<file path="config.mk">
export PLATFORM = sky130hd
export DESIGN_NAME = fp_div_iter_flat
export DESIGN_NICKNAME = d
export VERILOG_FILES = /design/src/rtl/fp_div_iter_if.sv /design/src/rtl/fp_div_iter.sv /design/src/flat_wrapper.sv
export SDC_FILE = /design/constraint.sdc
export NUM_CORES = 1
export LEC_CHECK = 0
export BUFFER_PORTS_ARGS = -buffer_cell sky130_fd_sc_hd__clkbuf_2
export CORE_UTILIZATION = 58
export CTS_BUF_LIST = sky130_fd_sc_hd__clkbuf_4 sky130_fd_sc_hd__clkbuf_8 sky130_fd_sc_hd__clkbuf_16
export DETAILED_ROUTE_END_ITERATION = 10
export PLACE_DENSITY = 0.79
export SYNTH_ARGS = -nofsm -noshare
export SYNTH_HDL_FRONTEND = slang
export SYNTH_SLANG_ARGS = --single-unit
</file>
<file path="constraint.sdc">
create_clock -name clk -period 8.7 [get_ports clk]
set_input_delay 0.87 -clock clk [delete_from_list [all_inputs] [get_ports clk]]
set_output_delay 0.87 -clock clk [all_outputs]
set_load 0.1 [all_outputs]
</file>
<file path="src/rtl/fp_div_iter_if.sv">
// Valid/ready operand and result bundle for fp_div_iter.
// Flag order used across the block: {invalid, div_by_zero, overflow, underflow}.
`timescale 1ns/1ps
interface fp_div_iter_if #(
  parameter int EXP_W = 8,
  parameter int MAN_W = 23
);
  localparam int W = 1 + EXP_W + MAN_W;

  logic         in_valid;
  logic         in_ready;
  logic [W-1:0] operand_a;
  logic [W-1:0] operand_b;
  logic         out_valid;
  logic         out_ready;
  logic [W-1:0] div_res;
  logic         div_by_zero;
  logic         overflow;
  logic         underflow;
  logic         invalid;

  modport master (
    output in_valid, operand_a, operand_b, out_ready,
    input  in_ready, out_valid, div_res, div_by_zero, overflow, underflow, invalid
  );

  modport slave (
    input  in_valid, operand_a, operand_b, out_ready,
    output in_ready, out_valid, div_res, div_by_zero, overflow, underflow, invalid
  );
endinterface

</file>
<file path="src/rtl/fp_div_iter.sv">
// Multi-cycle IEEE-754-style divider: radix-2 restoring mantissa divide, RNE rounding.
// Optional FP_DIV_ITER_STICKY_EN adds flag_clr / sticky_flags accumulation.
`timescale 1ns/1ps
module fp_div_iter #(
  parameter int EXP_W = 8,
  parameter int MAN_W = 23
) (
  input  logic         clk,
  input  logic         rst_n,
`ifdef FP_DIV_ITER_STICKY_EN
  input  logic         flag_clr,
  output logic [3:0]   sticky_flags,
`endif
  fp_div_iter_if.slave bus
);
  localparam int W     = 1 + EXP_W + MAN_W;
  localparam int BIAS  = (1 << (EXP_W - 1)) - 1;
  localparam int Q     = MAN_W + 3;
  localparam int CNT_W = $clog2(Q);
  localparam int EW    = EXP_W + 2;

  localparam logic signed [EW-1:0] BIAS_S     = EW'(BIAS);
  localparam logic signed [EW-1:0] EXP_MAX_S  = EW'((1 << EXP_W) - 1);
  localparam logic signed [EW-1:0] EXP_ONE_S  = EW'(1);
  localparam logic signed [EW-1:0] EXP_ZERO_S = '0;

  localparam logic [W-1:0] QNAN = {1'b0, {EXP_W{1'b1}}, 1'b1, {(MAN_W-1){1'b0}}};

  typedef enum logic [1:0] {S_IDLE, S_DIVIDE, S_ROUND, S_DONE} state_e;

  state_e                 state_q, state_d;
  logic                   sign_q, sign_d;
  logic signed [EW-1:0]   exp_q, exp_d;
  logic [MAN_W:0]         div_q, div_d;
  logic [MAN_W+1:0]       rem_q, rem_d;
  logic [Q-1:0]           quo_q, quo_d;
  logic [CNT_W-1:0]       cnt_q, cnt_d;
  logic [W-1:0]           res_q, res_d;
  logic [3:0]             flags_q, flags_d;

  // Operand field decode; subnormals (exp == 0) count as zero.
  logic               sa, sb, s_ab;
  logic [EXP_W-1:0]   ea, eb;
  logic [MAN_W-1:0]   fa, fb;
  logic               a_zero, b_zero, a_inf, b_inf, a_nan, b_nan;

  assign sa     = bus.operand_a[W-1];
  assign sb     = bus.operand_b[W-1];
  assign s_ab   = sa ^ sb;
  assign ea     = bus.operand_a[W-2:MAN_W];
  assign eb     = bus.operand_b[W-2:MAN_W];
  assign fa     = bus.operand_a[MAN_W-1:0];
  assign fb     = bus.operand_b[MAN_W-1:0];
  assign a_zero = (ea == '0);
  assign b_zero = (eb == '0);
  assign a_inf  = (ea == '1) && (fa == '0);
  assign b_inf  = (eb == '1) && (fb == '0);
  assign a_nan  = (ea == '1) && (fa != '0);
  assign b_nan  = (eb == '1) && (fb != '0);

  // One restoring step: the partial remainder stays below 2*divisor, so MAN_W+2 bits suffice.
  logic             step_ge;
  logic [MAN_W+1:0] rem_sub;

  assign step_ge = (rem_q >= {1'b0, div_q});
  assign rem_sub = step_ge ? (rem_q - {1'b0, div_q}) : rem_q;

  logic                 guard_bit, sticky_bit, round_up;
  logic [MAN_W-1:0]     mant_sel;
  logic [MAN_W:0]       mant_rnd;
  logic signed [EW-1:0] exp_norm, exp_rnd;
  logic [W-1:0]         round_res;
  logic [3:0]           round_flags;

  // NOTE: every variable written in an always_comb gets a default first, so no path can infer a latch.
  always_comb begin
    mant_sel    = quo_q[Q-2:2];
    guard_bit   = quo_q[1];
    sticky_bit  = quo_q[0] | (rem_q != '0);
    exp_norm    = exp_q;
    if (!quo_q[Q-1]) begin
      mant_sel   = quo_q[Q-3:1];
      guard_bit  = quo_q[0];
      sticky_bit = (rem_q != '0);
      exp_norm   = exp_q - EXP_ONE_S;
    end
    round_up = guard_bit & (sticky_bit | mant_sel[0]);
    mant_rnd = {1'b0, mant_sel} + {{MAN_W{1'b0}}, round_up};
    exp_rnd  = mant_rnd[MAN_W] ? (exp_norm + EXP_ONE_S) : exp_norm;

    round_flags = 4'b0000;
    round_res   = {sign_q, exp_rnd[EXP_W-1:0], mant_rnd[MAN_W-1:0]};
    if (exp_rnd >= EXP_MAX_S) begin
      round_res   = {sign_q, {EXP_W{1'b1}}, {MAN_W{1'b0}}};
      round_flags = 4'b0010;
    end else if (exp_rnd <= EXP_ZERO_S) begin
      round_res   = {sign_q, {(W-1){1'b0}}};
      round_flags = 4'b0001;
    end
  end

  always_comb begin
    state_d = state_q;
    sign_d  = sign_q;
    exp_d   = exp_q;
    div_d   = div_q;
    rem_d   = rem_q;
    quo_d   = quo_q;
    cnt_d   = cnt_q;
    res_d   = res_q;
    flags_d = flags_q;

    case (state_q)
      S_IDLE: begin
        if (bus.in_valid) begin
          flags_d = 4'b0000;
          sign_d  = s_ab;
          state_d = S_DONE;
          if (a_nan || b_nan || (a_zero && b_zero) || (a_inf && b_inf)) begin
            res_d   = QNAN;
            flags_d = 4'b1000;
          end else if (a_inf) begin
            res_d = {s_ab, {EXP_W{1'b1}}, {MAN_W{1'b0}}};
          end else if (b_inf || a_zero) begin
            res_d = {s_ab, {(W-1){1'b0}}};
          end else if (b_zero) begin
            res_d   = {s_ab, {EXP_W{1'b1}}, {MAN_W{1'b0}}};
            flags_d = 4'b0100;
          end else begin
            exp_d   = $signed({2'b00, ea}) - $signed({2'b00, eb}) + BIAS_S;
            div_d   = {1'b1, fb};
            rem_d   = {1'b0, 1'b1, fa};
            quo_d   = '0;
            cnt_d   = '0;
            state_d = S_DIVIDE;
          end
        end
      end
      S_DIVIDE: begin
        rem_d = {rem_sub[MAN_W:0], 1'b0};
        quo_d = {quo_q[Q-2:0], step_ge};
        cnt_d = cnt_q + 1'b1;
        if (cnt_q == CNT_W'(Q - 1)) state_d = S_ROUND;
      end
      S_ROUND: begin
        res_d   = round_res;
        flags_d = round_flags;
        state_d = S_DONE;
      end
      S_DONE: begin
        if (bus.out_ready) state_d = S_IDLE;
      end
      default: state_d = S_IDLE;
    endcase
  end

  // NOTE: sequential state uses non-blocking assignments so every register samples pre-edge values.
  always_ff @(posedge clk) begin
    if (!rst_n) begin
      state_q <= S_IDLE;
      sign_q  <= 1'b0;
      exp_q   <= '0;
      div_q   <= '0;
      rem_q   <= '0;
      quo_q   <= '0;
      cnt_q   <= '0;
      res_q   <= '0;
      flags_q <= '0;
    end else begin
      state_q <= state_d;
      sign_q  <= sign_d;
      exp_q   <= exp_d;
      div_q   <= div_d;
      rem_q   <= rem_d;
      quo_q   <= quo_d;
      cnt_q   <= cnt_d;
      res_q   <= res_d;
      flags_q <= flags_d;
    end
  end

  assign bus.in_ready    = (state_q == S_IDLE);
  assign bus.out_valid   = (state_q == S_DONE);
  assign bus.div_res     = res_q;
  assign bus.invalid     = flags_q[3];
  assign bus.div_by_zero = flags_q[2];
  assign bus.overflow    = flags_q[1];
  assign bus.underflow   = flags_q[0];

`ifdef FP_DIV_ITER_STICKY_EN
  logic [3:0] sticky_q;

  // Clear has priority over a same-cycle handshake.
  always_ff @(posedge clk) begin
    if (!rst_n) begin
      sticky_q <= '0;
    end else if (flag_clr) begin
      sticky_q <= '0;
    end else if (bus.out_valid && bus.out_ready) begin
      sticky_q <= sticky_q | flags_q;
    end
  end

  assign sticky_flags = sticky_q;
`endif
endmodule

</file>
<file path="src/flat_wrapper.sv">
// flat-port wrapper written by rule: the top's interface ports become plain ports
module fp_div_iter_flat 
#(
  parameter int EXP_W = 8,
  parameter int MAN_W = 23
)
  (clk, rst_n, bus_in_valid, bus_operand_a, bus_operand_b, bus_out_ready, bus_in_ready, bus_out_valid, bus_div_res, bus_div_by_zero, bus_overflow, bus_underflow, bus_invalid);
  fp_div_iter_if #(.EXP_W(EXP_W), .MAN_W(MAN_W)) bus_i ();
  input  logic clk;
  input  logic rst_n;
  input wire logic [$bits(bus_i.in_valid)-1:0] bus_in_valid;
  input wire logic [$bits(bus_i.operand_a)-1:0] bus_operand_a;
  input wire logic [$bits(bus_i.operand_b)-1:0] bus_operand_b;
  input wire logic [$bits(bus_i.out_ready)-1:0] bus_out_ready;
  output wire logic [$bits(bus_i.in_ready)-1:0] bus_in_ready;
  output wire logic [$bits(bus_i.out_valid)-1:0] bus_out_valid;
  output wire logic [$bits(bus_i.div_res)-1:0] bus_div_res;
  output wire logic [$bits(bus_i.div_by_zero)-1:0] bus_div_by_zero;
  output wire logic [$bits(bus_i.overflow)-1:0] bus_overflow;
  output wire logic [$bits(bus_i.underflow)-1:0] bus_underflow;
  output wire logic [$bits(bus_i.invalid)-1:0] bus_invalid;
  assign bus_i.in_valid = bus_in_valid;
  assign bus_i.operand_a = bus_operand_a;
  assign bus_i.operand_b = bus_operand_b;
  assign bus_i.out_ready = bus_out_ready;
  assign bus_in_ready = bus_i.in_ready;
  assign bus_out_valid = bus_i.out_valid;
  assign bus_div_res = bus_i.div_res;
  assign bus_div_by_zero = bus_i.div_by_zero;
  assign bus_overflow = bus_i.overflow;
  assign bus_underflow = bus_i.underflow;
  assign bus_invalid = bus_i.invalid;
  fp_div_iter #(.EXP_W(EXP_W), .MAN_W(MAN_W)) u_core (.clk(clk), .rst_n(rst_n), .bus(bus_i));
endmodule
</file>
==> results of run 1 <==
[cell usage in the layout (no fill, tap or decap), types with 5 or more instances in the layout]
cell type and instances:
a211oi_1 28, a21boi_0 5, a21o_1 15, a21oi_1 107, a31o_2 10, and3_1 7
and4_1 5, buf_4 9, clkbuf_16 17, clkbuf_2 105, dfxtp_1 128, ha_1 41
inv_1 66, mux2_2 5, mux2i_1 36, nand2_1 183, nand2b_1 10, nand3_1 48
nand4_1 17, nor2_1 74, nor2b_1 11, nor3_1 22, nor4_1 21, o211ai_1 14
o21a_1 6, o21ai_0 57, o21bai_1 5, o31ai_1 6, o31ai_2 5, or3_1 7
xnor2_1 42, xor2_1 20
[area by class of cell]
class                      count  share of cell area
timing repair buffer         114              0.0590
clock inverter                12              0.0154
inverter                      67              0.0250
multi-input combinational    896               0.575
sequential                   129               0.257
tap                          184              0.0229
clock buffer                  20              0.0458
[critical path, delay by kind of cell, from the launching register on]
family / cells / cell delay [ns]
buf+inv: 1 / 0.53
simple gates: 3 / 1.16
mux: 1 / 0.22
compound gates: 5 / 1.53
flops: 1 / 0.56
[stage by stage]
step	std cells	setup WS [ns]	hold WS [ns]	util
after floorplan	1164	4.60	0.435	-
after global placement	1390	4.74	0.434	0.639
after detailed placement	1390	4.62	0.443	0.639
after CTS	1422	4.58	0.456	0.681
after global routing	1422	4.22	0.477	0.681
final	1422	4.57	0.449	0.681
[per-layer routing]
metal  wire length (um)  global-route usage  up-vias
met5                  0                   0        -
met4                501               0.107        0
met3               1640              0.0629       37
met2              10300               0.458      325
met1              11000               0.423     3982
li1                   -                   -     4273
[path summary, 6_finish.rpt]
path	end	slack [ns]	depth (start not counted)
worst min-delay path	u_core.bus.div_res[2]	0.45	2
worst min register to register	u_core.bus.div_res[2]	0.45	2
worst max register to register	u_core.bus.div_res[10]	4.57	10
worst max-delay path	u_core.bus.div_res[10]	4.57	10
[state kept, by name, summed over array words and instances (netlist names)]
signal	flops
u_core.cnt_q	5
u_core.flags_q	4
u_core.quo_q	26
u_core.state_q	2
u_core.sign_q	1
u_core.rem_q	25
u_core.div_q	24
u_core.exp_q	10
u_core.bus.div_res	32
[logic make-up (layout without fill, tap and decap cells)]
kind of cell | after synthesis | in the layout | synth area share
and+or+nand+nor | 433 | 433 | 0.236
AOI/OAI and AO/OA | 314 | 314 | 0.235
buffers and inverters | 139 | 213 | 0.0630
DFF | 129 | 129 | 0.290
xor gates and xnor gates | 64 | 64 | 0.0647
adders and majority gates | 44 | 44 | 0.0636
muxes | 41 | 41 | 0.0469
[power groups by stage]
stage          combinational [mW]  clock [mW]  sequential [mW]
4_1_cts                      2.02       0.751            0.795
5_1_grt                      2.23       0.780            0.809
3_5_place_dp                 2.00           0            0.806
3_3_place_gp                 1.97           0            0.802
2_1_floorplan                1.54           0            0.857
6_report                     2.06       0.750            0.799
==> results.yml, run 1 <==
timing:
  max_slew_margin: 0.175
  tightestPinTransition_ns: 1.21
  rsz0062_at_grt: "false"
  fin_setup_tns_ns: 0
  clock.fmax_mhz: 242
  skew_ns: 0.00857
  fin_crit_sh: 0.475
  hold_viol: 0
  period_minus_slack_ns: 4.13
  slew_viol_final: 0
  setup_viol: 0
clock_tree:
  cts_tree: "yes"
  cts_sinks: 129
  h-tree-depth: 4
  cts-resized-gates: 0
  insertion_delay_ns: 0.43
  clock-root-buffer: "clkbuf_16"
  postCtsSetupBuffers: 0
  clk_pin_slew_ns: 0.06
  ctsHoldBuffers: 0
  clock_tree.buffer_depth: 2
  cts_made_buffers: 17
global_route:
  grt_pass1_wl_um: 38600
  grt_start_max_net_pins: 81
  grt-ovfl-total: 0
  track_usage: 0.302
  antenna_found_initial: 0
  grt_pass1_vias: 7764
setup_path:
  cp.required_ns: 9.03
  crit_path_max_fanout: 48
  crit_path_start_kind: "register"
  cp_slowest_cell: "dfxtp_2"
  critPathArrivalTime_ns: 4.46
  cp-startpoint: "u_core.quo_q[25]"
  max_stage_delay_ns: 0.56
  timing.rr.start: "u_core.quo_q[25]"
  cp-end-kind: "register"
  path_class: "reg2reg"
  cp_cell_sequence: "buf_4 -> mux2i_1 -> a2111oi_1 -> and4_1 -> and2_1 -> o22ai_1 -> a22o_1 -> a31oi_2 -> nand4_4 -> o41ai_2"
pwr:
  netSwitchingPower_mw: 1.67
  power.total_mw: 3.60
  swShare: 0.462
  p_comb_frac: 0.570
  internal_power_mw: 1.94
  p_leak_nw: 3.92
  ir_worst_vdd_uv: 220
  clkPwrFrac: 0.208
  p_seq_frac: 0.222
  p_per_area_nw_per_um2: 359
logic_synthesis:
  synth_most_common_cell: "nand2_1"
  syn-num-nets: 1276
  synth_edf_count: 0
  synth_cell_types: 86
  yosysSeqAreaShare: 0.290
  synthCells: 1164
  post_synth.cell_area_avg_um2: 7.64
  synth_top_area_frac: 0.290
  synth_seq_cells: 129
  synth_common_cells: "nand2_1, dfxtp_1, a21oi_1"
  ys_warn_count: 0
  synthArstFlopShare: 0
  synth_flop_cell: "dfxtp_1"
  syn_area_um2: 8890
  ys_top_cells_by_area: "dfxtp_1, nand2_1, a21oi_1"
  yosys.area.top_type: "dfxtp_1"
route:
  vias: 8617
  drc: 0
  firstDrtPassIters: 5
  antenna_left: 0
  routed_wl_um: 23400
  routedWlPerCell_um: 16.5
  via_per_inst: 6.06
  drt_iter0_drc: 809
die:
  die_area_um2: 15800
  die_h_um: 126
  core-area_um2: 14800
  rows: 44
  ioPinCount: 106
  die_x_um: 126
  start_util: 0.603
flow_run:
  cap_viol_max_count: 0
layout:
  stdcell_area_um2: 10000
  seq_area_um2: 2580
  multi_input_area_um2: 5780
  drive_above_1_share: 0.159
  syn_to_final_growth_pct: 13.0
  nets: 1337
  n_antenna_cell: 0
  fillers: 1304
placement:
  port_buffers: 105
  placed_area_um2: 9430
  gp_congestion: 1.01
  hpwlAfterDp_um: 17100
status:
  run_status: "finished, final reports clean"
min_path:
  hp-class: "reg2reg"
  min-delay-start: "u_core.bus.div_res[2]"
(Power assumes the default switching activity.)
==> run 2: changes to the inputs <==
--- a/config.mk
+++ b/config.mk
@@ -6,10 +6,10 @@
 export NUM_CORES = 1
 export LEC_CHECK = 0
 export BUFFER_PORTS_ARGS = -buffer_cell sky130_fd_sc_hd__clkbuf_2
-export CORE_UTILIZATION = 58
+export CORE_UTILIZATION = 54
 export CTS_BUF_LIST = sky130_fd_sc_hd__clkbuf_4 sky130_fd_sc_hd__clkbuf_8 sky130_fd_sc_hd__clkbuf_16
 export DETAILED_ROUTE_END_ITERATION = 10
-export PLACE_DENSITY = 0.79
+export PLACE_DENSITY = 0.78
 export SYNTH_ARGS = -nofsm -noshare
 export SYNTH_HDL_FRONTEND = slang
 export SYNTH_SLANG_ARGS = --single-unit
==> constraint.sdc (replaced) <==
create_clock -name clk -period 3.6 [get_ports clk]
set_input_delay 0.36 -clock clk [delete_from_list [all_inputs] [get_ports clk]]
set_output_delay 0.36 -clock clk [all_outputs]
set_load 0.1 [all_outputs]
==> results.yml, run 2 (synthesis results as in run 1) <==
layout:
  final_common_cell: "nand2_1"
  nets: 1364
  stdcell_count: 1481
  syn_to_final_growth_pct: 15.9
  drive_above_1_share: 0.182
  mostFrequentLayoutCells: "nand2_1, dfxtp_1, a21oi_1"
  largest_register_ffs: 32
  n_antenna_cell: 0
timing:
  tightestPinTransition_ns: 0.788
  setup_viol: 0
  setup_ws_ns: 0.216
  period_minus_slack_ns: 3.38
  slew_viol_final: 0
  fin_crit_sh: 0.940
  hold_viol: 0
  fin_setup_tns_ns: 0
  max_slew_margin: 0.475
  clock.fmax_mhz: 295
  skew_ns: 0.00715
  hold_ws_ns: 0.162
  rsz0062_at_grt: "false"
route:
  antenna_left: 0
  routedWlPerCell_um: 16.3
  firstDrtPassIters: 5
  drt_iter0_drc: 654
  via_per_inst: 5.93
  drc: 0
  routed_wl_um: 24200
  vias: 8782
clock_tree:
  clk_pin_slew_ns: 0.06
  clock-root-buffer: "clkbuf_16"
  clock_tree.buffer_depth: 2
  cts_made_buffers: 17
  h-tree-depth: 4
  cts_sinks: 129
  postCtsSetupBuffers: 0
  cts_tree: "yes"
  ctsHoldBuffers: 0
  insertion_delay_ns: 0.43
setup_path:
  crit_family: "compound AO/OA/AOI/OAI gates"
  path_buf_inv: 1
  cp.required_ns: 3.94
  critPathArrivalTime_ns: 3.72
  crit_path_start_kind: "register"
  max_stage_delay_ns: 0.56
  timing.rr.start: "u_core.quo_q[25]"
  cp_slowest_cell: "dfxtp_2"
  cp-end-kind: "register"
  path_class: "reg2reg"
  worstReg2RegEnd: "u_core.bus.div_res[6]"
  crit_path_max_fanout: 16
  r2r_setup_slack_ns: 0.22
  cp_num_cells: 10
  ff2ff_path_depth: 10
  cp_cell_sequence: "nand2_1 -> a2111oi_4 -> and4_2 -> and2_1 -> o22ai_1 -> a22o_1 -> a31oi_2 -> nand4_4 -> buf_4 -> o31ai_2"
global_route:
  grt_pass1_wl_um: 39200
  grt-ovfl-total: 0
  track_usage: 0.295
  grt_pass1_vias: 8029
  grt_start_max_net_pins: 73
  antenna_found_initial: 0
placement:
  gp_congestion: 0.937
  dpl.cell_count: 1449
  port_buffers: 105
  pre_cts_ws_ns: 0.154
  hpwlAfterDp_um: 17900
die:
  ioPinCount: 106
  rows: 46
  die_area_um2: 17000
  die_x_um: 130
  start_util: 0.556
  core-area_um2: 16000
  die_h_um: 130
min_path:
  hold_depth: 3
  hold_path_end: "u_core.div_q[2]"
  min-delay-start: "bus_operand_b[2]"
  hp-class: "in2reg"
pwr:
  ir_worst_vdd_uv: 448
  p_per_area_nw_per_um2: 854
  p_leak_nw: 4.04
status:
  run_status: "finished, final reports clean"
flow_run:
  cap_viol_max_count: 0
==> run 2: cell count changes in the layout (fill, tap and decap cells not counted), sizes merged <==
cell      previous run  this run
buf                  9        36
bufinv               3         1
clkinvlp             2         5
inv                 69        68
==> run 2: power breakdown <==
group / leakage (nW) / total (mW) / switching, mW / internal [mW]
combinational: 2.72 / 5.17 / 3.14 / 2.03
sequential: 1.05 / 1.94 / 0.283 / 1.66
clock: 0.270 / 1.68 / 0.678 / 1.00
total: 4.04 / 8.80 / 4.10 / 4.69
==> run 2: tightest hold or removal path: stages <==
cell,delay [ns]
clkbuf_2,0.09
nand2_1,0.05
a21oi_1,0.05
==> run 2: routing by layer <==
layer  vias up  wire length [um]  GRT usage
li1       4343                 -          -
met2       347             10900      0.472
met3        42              1790     0.0480
met4         0               541      0.117
met1      4050             11000      0.396
met5         -                 0          0
==> run 2: worst max path at each step <==
stage,slack (ns),start,end
after floorplan,0.05,u_core.quo_q[25],u_core.bus.div_res[22]
after global placement,0.33,u_core.exp_q[1],u_core.bus.div_res[18]
after global routing,0.0001,u_core.quo_q[25],u_core.bus.div_res[21]
final,0.22,u_core.quo_q[25],u_core.bus.div_res[6]
after CTS,0.13,u_core.exp_q[1],u_core.bus.div_res[6]
after detailed placement,0.15,u_core.exp_q[1],u_core.bus.div_res[6]
==> run 2: final cells by class <==
cell class                 count  area [um2]
tap                          216         270
inverter                      67         251
clock inverter                12         109
sequential                   129        2580
clock buffer                  20         467
timing repair buffer         141         808
fill                        1398        5700
multi-input combinational    896        5820
==> run 2: per-stage QoR <==
| step | cell area [um2] | util | power (mW) |
|---|---|---|---|
| floorplan | 8930 | - | 5.78 |
| global route | 10300 | 0.644 | 9.38 |
| global placement | 9720 | 0.608 | 6.96 |
| finish | 10300 | 0.644 | 8.80 |
| detailed placement | 9720 | 0.608 | 7.01 |
| CTS | 10300 | 0.643 | 8.72 |
==> run 2: repair_timing <==
action	CTS	global route
hold endpoints to repair	0	0
gates resized for setup	0	3
setup endpoints to repair	0	16
==> run 3: changes to the inputs <==
--- a/config.mk
+++ b/config.mk
@@ -5,7 +5,8 @@
 export SDC_FILE = /design/constraint.sdc
 export NUM_CORES = 1
 export LEC_CHECK = 0
-export BUFFER_PORTS_ARGS = -buffer_cell sky130_fd_sc_hd__clkbuf_2
+export ABC_CLOCK_PERIOD_IN_PS = 3600
+export BUFFER_PORTS_ARGS = -buffer_cell sky130_fd_sc_hd__buf_2
 export CORE_UTILIZATION = 54
 export CTS_BUF_LIST = sky130_fd_sc_hd__clkbuf_4 sky130_fd_sc_hd__clkbuf_8 sky130_fd_sc_hd__clkbuf_16
 export DETAILED_ROUTE_END_ITERATION = 10
==> results.yml, run 3 (synthesis results as in run 1) <==
die:
  die_h_um: 130
  start_util: 0.556
  ioPinCount: 106
  core-area_um2: 16000
  rows: 46
  die_x_um: 130
  die_area_um2: 17000
clock_tree:
  clk_pin_slew_ns: 0.06
  clock-root-buffer: "clkbuf_16"
  insertion_delay_ns: 0.43
  ctsHoldBuffers: 0
  cts_tree: "yes"
  clock_tree.buffer_depth: 2
  h-tree-depth: 4
  cts_made_buffers: 17
  cts_sinks: 129
timing:
  hold_ws_ns: 0.174
  setup_viol: 0
  fin_setup_tns_ns: 0
  tightestPinTransition_ns: 0.779
  period_minus_slack_ns: 3.35
  max_slew_margin: 0.481
  slew_viol_final: 0
  clock.fmax_mhz: 299
  skew_ns: 0.00634
  fin_crit_sh: 0.930
  hold_viol: 0
layout:
  seq_area_um2: 2590
  nets: 1366
  syn_to_final_growth_pct: 16.7
  n_antenna_cell: 0
  stdcell_count: 1483
  multi_input_area_um2: 5820
  mostFrequentLayoutCells: "nand2_1, dfxtp_1, a21oi_1"
  drive_above_1_share: 0.183
  fillers: 1423
  final_util: 0.649
  largest_register_ffs: 32
  final_common_cell: "nand2_1"
route:
  firstDrtPassIters: 6
  drc: 0
  drt_iter0_drc: 744
  routed_wl_um: 24400
  antenna_left: 0
  routedWlPerCell_um: 16.4
  via_per_inst: 5.93
  vias: 8795
placement:
  dpl.cell_count: 1447
  hpwlAfterDp_um: 17800
  gp_congestion: 0.948
  port_buffers: 105
setup_path:
  r2r_setup_slack_ns: 0.25
  path_class: "reg2reg"
  endpoint: "u_core.bus.div_res[20]"
  cp-end-kind: "register"
  cp-startpoint: "u_core.exp_q[1]"
  ff2ff_path_depth: 13
  crit_path_start_kind: "register"
  critPathArrivalTime_ns: 3.69
  crit_path_max_fanout: 15
  timing.rr.start: "u_core.exp_q[1]"
  cp.required_ns: 3.95
  worstReg2RegEnd: "u_core.bus.div_res[20]"
global_route:
  grt_pass1_vias: 7876
  antenna_found_initial: 0
  grt-ovfl-total: 0
  track_usage: 0.297
  grt_start_max_net_pins: 72
  grt_pass1_wl_um: 39400
pwr:
  swShare: 0.465
  netSwitchingPower_mw: 4.16
  power.total_mw: 8.95
  p_seq_frac: 0.217
  p_per_area_nw_per_um2: 862
  clkPwrFrac: 0.204
  internal_power_mw: 4.79
  p_leak_nw: 4.12
  ir_worst_vdd_uv: 493
  p_comb_frac: 0.579
status:
  run_status: "finished, final reports clean"
min_path:
  hp-class: "in2reg"
  min-delay-start: "bus_operand_b[5]"
flow_run:
  cap_viol_max_count: 0
run 3: changes by cell type in the layout (fill, tap and decap cells not counted), sizes merged:
cell / previous run / this run
buf: 36 / 143
bufinv: 1 / 3
clkbuf: 125 / 18
clkinv: 5 / 6
clkinvlp: 5 / 1
inv: 68 / 71
run 3: critical path, stage by stage (launching register included):
cell and delay, ns:
dfxtp_1 0.41, inv_1 0.09, ha_1 0.31, mux2_2 0.30, inv_1 0.10, ha_2 0.27, nand3_1 0.21, nor3_2 0.27
nand3_1 0.14, xnor2_1 0.26, o31a_2 0.25, nand4_4 0.20, buf_12 0.23, o31ai_2 0.22
run 3: final cells by class:
type | count | share of cell area
sequential | 129 | 0.249
clock inverter | 14 | 0.0174
clock buffer | 18 | 0.0423
multi-input combinational | 896 | 0.560
tap | 216 | 0.0260
timing repair buffer | 143 | 0.0805
inverter | 67 | 0.0242
run 3: power by group through the flow:
stage          logic [mW]  clock network [mW]  registers [mW]
6_report             5.18                1.83            1.94
3_5_place_dp         5.06                   0            1.96
2_1_floorplan        3.71                   0            2.07
5_1_grt              5.65                1.90            1.96
4_1_cts              5.11                1.84            1.93
3_3_place_gp         5.02                   0            1.95
run 3: what timing repair did:
item / 4_1_cts / 5_1_grt
setup endpoints to repair: 0 / 31
gates resized for setup: 0 / 5
setup buffers: 0 / 4
run 3: worst min-delay path by stage:
stage                                        to  cells past startpoint
final                           u_core.div_q[5]                      3
after detailed placement  u_core.bus.div_res[5]                      2
after global placement    u_core.bus.div_res[3]                      2
after CTS                       u_core.div_q[3]                      3
after floorplan                u_core.div_q[23]                      2
after global routing            u_core.div_q[3]                      3
run 3: layer usage:
metal	routed length, um	track usage	share of wire	vias up
met5	0	0	0	-
met4	551	0.106	0.023	0
met3	1610	0.0496	0.066	42
met2	10900	0.467	0.45	323
met1	11300	0.409	0.46	4113
li1	-	-	-	4317
run 3: per-stage QoR:
| step | setup WS (ns) | cell area (um2) |
|---|---|---|
| 6_report | 0.252 | 10400 |
| 4_1_cts | 0.128 | 10300 |
| 5_1_grt | -0.0293 | 10400 |
| 2_1_floorplan | 0.0457 | 8930 |
| 3_5_place_dp | 0.168 | 9720 |
| 3_3_place_gp | 0.225 | 9720 |
